===== src/rtl/sample_sequencer.sv =====
// sample_sequencer: serializes labelled samples onto the device input bus,
// tracks labels of samples in flight and scores returned classifications.
// Latency: first beat the cycle after accept; result reported the cycle after dev_outp_vld.
module sample_sequencer #(
  parameter int SAMPLE_BITS  = 784,
  parameter int BUS_WIDTH    = 64,
  parameter int MAX_INFLIGHT = 8,
  parameter int CNT_WIDTH    = 32
) (
  input  logic                          clk,
  input  logic                          rst,
  input  logic                          s_vld,
  output logic                          s_rdy,
  input  logic [SAMPLE_BITS-1:0]        s_data,
  input  logic [7:0]                    s_label,
  output logic                          dev_inp_vld,
  output logic [BUS_WIDTH-1:0]          dev_inp,
  input  logic                          dev_stall,
  input  logic                          dev_outp_vld,
  input  logic [3:0]                    dev_outp,
  output logic                          res_vld,
  output logic [3:0]                    res_class,
  output logic [7:0]                    res_label,
  output logic                          res_correct,
  input  logic                          clear,
  output logic [CNT_WIDTH-1:0]          correct_cnt,
  output logic [CNT_WIDTH-1:0]          total_cnt,
  output logic [$clog2(MAX_INFLIGHT):0] inflight,
  output logic                          busy,
  output logic                          err
);

  localparam int BEATS   = (SAMPLE_BITS + BUS_WIDTH - 1) / BUS_WIDTH;
  localparam int BEAT_W  = (BEATS > 1) ? $clog2(BEATS) : 1;
  localparam int PTR_W   = $clog2(MAX_INFLIGHT);
  localparam int FILL_W  = PTR_W + 1;
  localparam int PADDED  = BEATS * BUS_WIDTH;

  typedef enum logic {IDLE, STREAM} state_t;

  state_t              state;
  logic [BEAT_W-1:0]   beat;
  logic [PADDED-1:0]   sample_q;

  logic [7:0]          label_mem [MAX_INFLIGHT];
  logic [PTR_W-1:0]    wr_ptr;
  logic [PTR_W-1:0]    rd_ptr;

  logic                last_beat;
  logic                xfer;
  logic                pop;
  logic                spurious;
  logic                room;
  logic                accept;
  logic [7:0]          head_label;
  logic                match;

  // Handshake decode; pop frees a FIFO slot in the same cycle so a full
  // FIFO can take a new sample while a result is returning.
  always_comb begin
    last_beat   = (beat == BEAT_W'(BEATS - 1));
    dev_inp_vld = rst && (state == STREAM);
    dev_inp     = sample_q[int'(beat) * BUS_WIDTH +: BUS_WIDTH];
    xfer        = dev_inp_vld && !dev_stall;
    pop         = dev_outp_vld && (inflight != '0);
    spurious    = dev_outp_vld && (inflight == '0);
    room        = (inflight < FILL_W'(MAX_INFLIGHT)) || pop;
    head_label  = label_mem[rd_ptr];
    match       = ({4'b0, dev_outp} == head_label);
    busy        = (state == STREAM) || (inflight != '0);
    s_rdy       = 1'b0;
    if (rst) begin
      if (state == IDLE) s_rdy = room;
      else               s_rdy = last_beat && !dev_stall && room;
    end
    accept      = s_vld && s_rdy;
  end

  // Streaming FSM: latch a sample on accept, walk its beats, chain the
  // next sample on the last-beat transfer for gapless output.
  always_ff @(posedge clk) begin
    if (!rst) begin
      state    <= IDLE;
      beat     <= '0;
      sample_q <= '0;
    end else begin
      case (state)
        IDLE: begin
          if (accept) begin
            sample_q <= PADDED'(s_data);
            beat     <= '0;
            state    <= STREAM;
          end
        end
        STREAM: begin
          if (xfer) begin
            if (last_beat) begin
              beat <= '0;
              if (accept) sample_q <= PADDED'(s_data);
              else        state    <= IDLE;
            end else begin
              beat <= beat + BEAT_W'(1);
            end
          end
        end
        default: state <= IDLE;
      endcase
    end
  end

  // Label storage; contents need no reset since pointers define validity.
  always_ff @(posedge clk) begin
    if (accept) label_mem[wr_ptr] <= s_label;
  end

  // Label FIFO pointers and occupancy.
  always_ff @(posedge clk) begin
    if (!rst) begin
      wr_ptr   <= '0;
      rd_ptr   <= '0;
      inflight <= '0;
    end else begin
      if (accept) wr_ptr <= wr_ptr + PTR_W'(1);
      if (pop)    rd_ptr <= rd_ptr + PTR_W'(1);
      inflight <= inflight + FILL_W'(accept) - FILL_W'(pop);
    end
  end

  // Result reporting, saturating score counters and sticky error flag.
  always_ff @(posedge clk) begin
    if (!rst) begin
      res_vld     <= 1'b0;
      res_class   <= '0;
      res_label   <= '0;
      res_correct <= 1'b0;
      correct_cnt <= '0;
      total_cnt   <= '0;
      err         <= 1'b0;
    end else begin
      res_vld <= pop;
      if (pop) begin
        res_class   <= dev_outp;
        res_label   <= head_label;
        res_correct <= match;
      end
      if (clear) begin
        correct_cnt <= '0;
        total_cnt   <= '0;
        err         <= 1'b0;
      end else begin
        if (pop) begin
          if (total_cnt != '1)            total_cnt   <= total_cnt + CNT_WIDTH'(1);
          if (match && correct_cnt != '1) correct_cnt <= correct_cnt + CNT_WIDTH'(1);
        end
        if (spurious) err <= 1'b1;
      end
    end
  end

endmodule


===== config.mk =====
export PLATFORM = sky130hd
export DESIGN_NAME = sample_sequencer
export DESIGN_NICKNAME = d
export VERILOG_FILES = /design/src/rtl/sample_sequencer.sv
export SDC_FILE = /design/constraint.sdc
export NUM_CORES = 2
export LEC_CHECK = 0
export CORE_AREA = 2 2 369 371
export CTS_CLUSTER_DIAMETER = 120
export DETAILED_ROUTE_END_ITERATION = 16
export DIE_AREA = 0 0 371 373
export PLACE_DENSITY = 0.59
export SYNTH_ARGS = -nofsm -noshare
export SYNTH_HDL_FRONTEND = slang
export SYNTH_SLANG_ARGS = --single-unit

===== constraint.sdc =====
create_clock -name clk -period 4.85 [get_ports clk]
set_clock_uncertainty 0.2 [all_clocks]
set_input_delay 1.455 -clock clk [delete_from_list [all_inputs] [get_ports clk]]
set_output_delay 1.455 -clock clk [all_outputs]
set_load 0.01 [all_outputs]

==> metrics <==
status finished clean; vias in the first global route 34600; share of cells above drive strength 1 10.1%; Hold Crit Class reg2reg; H-tree depth 3; Bufs on Longest Clock Path 3; EDFF count, synth 64; critical-path maximum fanout 12; setup TNS 0 ns; share of the synthesized area in the top cell type 42.6%; clk_lat worst skew 0.71 ns; Seq/Total Area, Yosys 47.2%; synthesized area per cell 9.17 um2; initial antenna violation count 64; cell area after layout 57200 um2; leading post-synthesis cells by cell area dfxtp_1, nand2_1, a21boi_0, mux4_2, edfxtp_1; DIE HEIGHT 373 um; FF/Latch Area 19600 um2; Max Cap Violations 0; placed inst area 53100 um2; Async SR Flop Fraction 0%; DR vias 35500; placer congestion estimate 0.881; Die X 371 um; unrepaired setup endpoints after global routing false; global-route wire length before repair 237000 um; max-slew violations 0; Die ar. 138000 um2; Leak 19.5 nW; Syn Nets 5334; Crit Path Class reg2out; YS warnings 0; drt total wl 168000 um; Layout Nets 6174; Routed Antenna Nets 0; Cell Pwr Density 361 nW/um2; maximum VDD drop 0.283 mV; largest net degree at the start of global routing 259; hold slack 0.261 ns; final hold violations 0; initial DRC count 2403; clock-pin slew on the worst setup and hold paths 0.06 ns; cts bufs inserted 107; crit path time final 4.74 ns; Root Buffer clkbuf_16; Peak Freq 211 MHz; CTS hold repair buffers 0; Mapped Area 41400 um2; Cell Rows 135; Period Utilization, post-route 97.7%; critical path capture point type output port; post-synth cell types 62; # fillers 13200; Core Box Area 135000 um2; GR Overflow Total 0; r2r setup slk 0.82 ns; CTS Sinks 945; CTS tree done; Vias/cell 4.89; multi-input combinational cell area 20600 um2; crit path launch type register; Total Routing Usage GR 23.4%; DP HPWL 126000 um; I/O Buffers 951; Area growth syn-to-layout 38.1%; Arrival @ worst endpoint 3.08 ns; CP required 3.19 ns; top_reg_cell synth dfxtp_1; number of synthesized register bits 945; Boundary Pins 952; relative slew slack 12.6%; per-cell routed wire length 23.2 um; # setup viols final 0; DRT Pass-1 Iters 5; Mapped Cells 4520; Starting Density 30.8%; DRC Markers 0; Yosys top cell by area dfxtp_1; Worst Tran Pin Value 1.31 ns
-- per-stage QoR --
step | cells | worst slack (ns) | utilization [%] | total power [W]
6_report | 7259 | 0.111 | 42.5 | 0.0206
5_1_grt | 7254 | 0.000223 | 42.5 | 0.0215
4_1_cts | 7226 | -0.0734 | 42.4 | 0.0209
3_5_place_dp | 7012 | 0.223 | 39.4 | 0.0127
3_3_place_gp | 7012 | 0.180 | 39.4 | 0.0126
2_1_floorplan | 4520 | 0.824 | - | 0.0108
-- worst max-delay path, stage by stage (launching register included) --
cell and delay [ns]:
dfxtp_4 0.41, buf_16 0.20, buf_12 0.18, mux4_2 0.62
mux2i_4 0.26, o21ai_0 0.11, clkdlybuf4s50_1 0.55
-- Yosys cell counts, types with 2 or more instances --
cell,n
and3_1,7
and2_1,17
dfxtp_1,881
clkbuf_1,329
o31ai_1,4
a31oi_1,5
a21boi_0,793
nand3b_1,2
o21a_1,4
mux2i_1,81
mux2_2,2
or4_1,7
nor2_1,56
a22oi_1,18
and4_1,9
xnor2_1,29
o211a_1,4
buf_2,2
inv_1,17
or3_1,21
nor3_1,17
nor4_1,9
nand3_1,32
mux4_2,197
nor3b_1,5
buf_1,23
o21ai_0,91
a41o_1,2
nand4_1,13
xor2_1,15
edfxtp_1,64
mux4_1,5
or2_2,2
nand2b_1,6
nand2_1,1679
nor2b_1,8
ha_1,11
a21oi_1,27
buf_6,3
-- flip-flops by register name, summed over array words and instances, names as in the netlist, named ones only --
name / flops
sample_q: 784
label_mem: 64
correct_cnt: 32
total_cnt: 32
res_label: 8
beat: 4
inflight: 4
res_class: 4
rd_ptr: 3
wr_ptr: 3
err: 1
res_correct: 1
res_vld: 1
state: 1
-- repair_timing --
| item | CTS | global route |
|---|---|---|
| cloned | 4 | 0 |
| buffers inserted | 16 | 0 |
| gates resized for setup | 103 | 21 |
| setup endpoints to repair | 63 | 19 |
-- report_power, final --
part,internal [W],switching [W],leakage (nW),total [W]
sequential,0.00845,0.000374,7.75,0.00882
combinational,0.00177,0.00192,10.0,0.00370
clock,0.00468,0.00343,1.72,0.00811
total,0.0149,0.00572,19.5,0.0206
-- path summary, 6_finish.rpt --
path / end / depth (start not counted) / from
worst max-delay path: dev_inp[30] / 6 / beat[0]
worst min-delay path: sample_q[195] / 2 / sample_q[195]
worst max register to register: correct_cnt[18] / 7 / register
worst min register to register: sample_q[195] / 2 / sample_q[195]
-- logic make-up (layout without fill, tap and decap cells) --
group / count (synthesis) / after routing / share of synthesized area [%]
adder cells (fa/ha/maj): 12 / 12 / 0.380
other: 0 / 33 / 0
XOR/XNOR: 44 / 44 / 0.930
flip-flops: 945 / 945 / 47.2
AO/OA/AOI/OAI: 959 / 959 / 16.7
buffers and inverters: 378 / 1303 / 3.52
multiplexers: 286 / 286 / 13.1
AND/OR/NAND/NOR: 1896 / 1896 / 18.2
-- cell type report --
cell class | count | share of cell area [%]
multi-input cells | 3197 | 36.1
flip-flops and latches | 945 | 34.2
repair buffers | 1090 | 19.4
clock buffers | 162 | 5.48
well taps | 1781 | 3.89
clock inverters | 32 | 0.643
diodes | 33 | 0.144
inverters | 19 | 0.138
-- routing by layer --
layer	track usage [%]	routed length, um	vias up
li1	-	-	17100
met1	27.7	67100	17200
met2	40.6	84500	992
met3	6.33	11200	241
met4	7.92	4910	48
met5	0	323	-
-- cells in the final DEF, fill, tap and decap left out, types with 18 or more instances in the layout --
cell type        netlist  final
xnor2_1               29     29
edfxtp_1              64     64
a21boi_0             793    793
clkdlybuf4s50_1        0    896
nor2_1                56     56
clkbuf_16              0    108
clkbuf_1             329     31
buf_12                 0     28
mux4_2               197    197
clkbuf_8               0     23
buf_4                  1     97
or3_1                 21     21
mux2i_1               81     56
o21ai_0               91     87
dfxtp_1              881    877
dlygate4sd2_1          0     36
nand2_1             1679   1679
nand3_1               32     32
a22oi_1               18     18
diode_2                0     33
a21oi_1               27     27
Power figures use the tool's default switching activity.
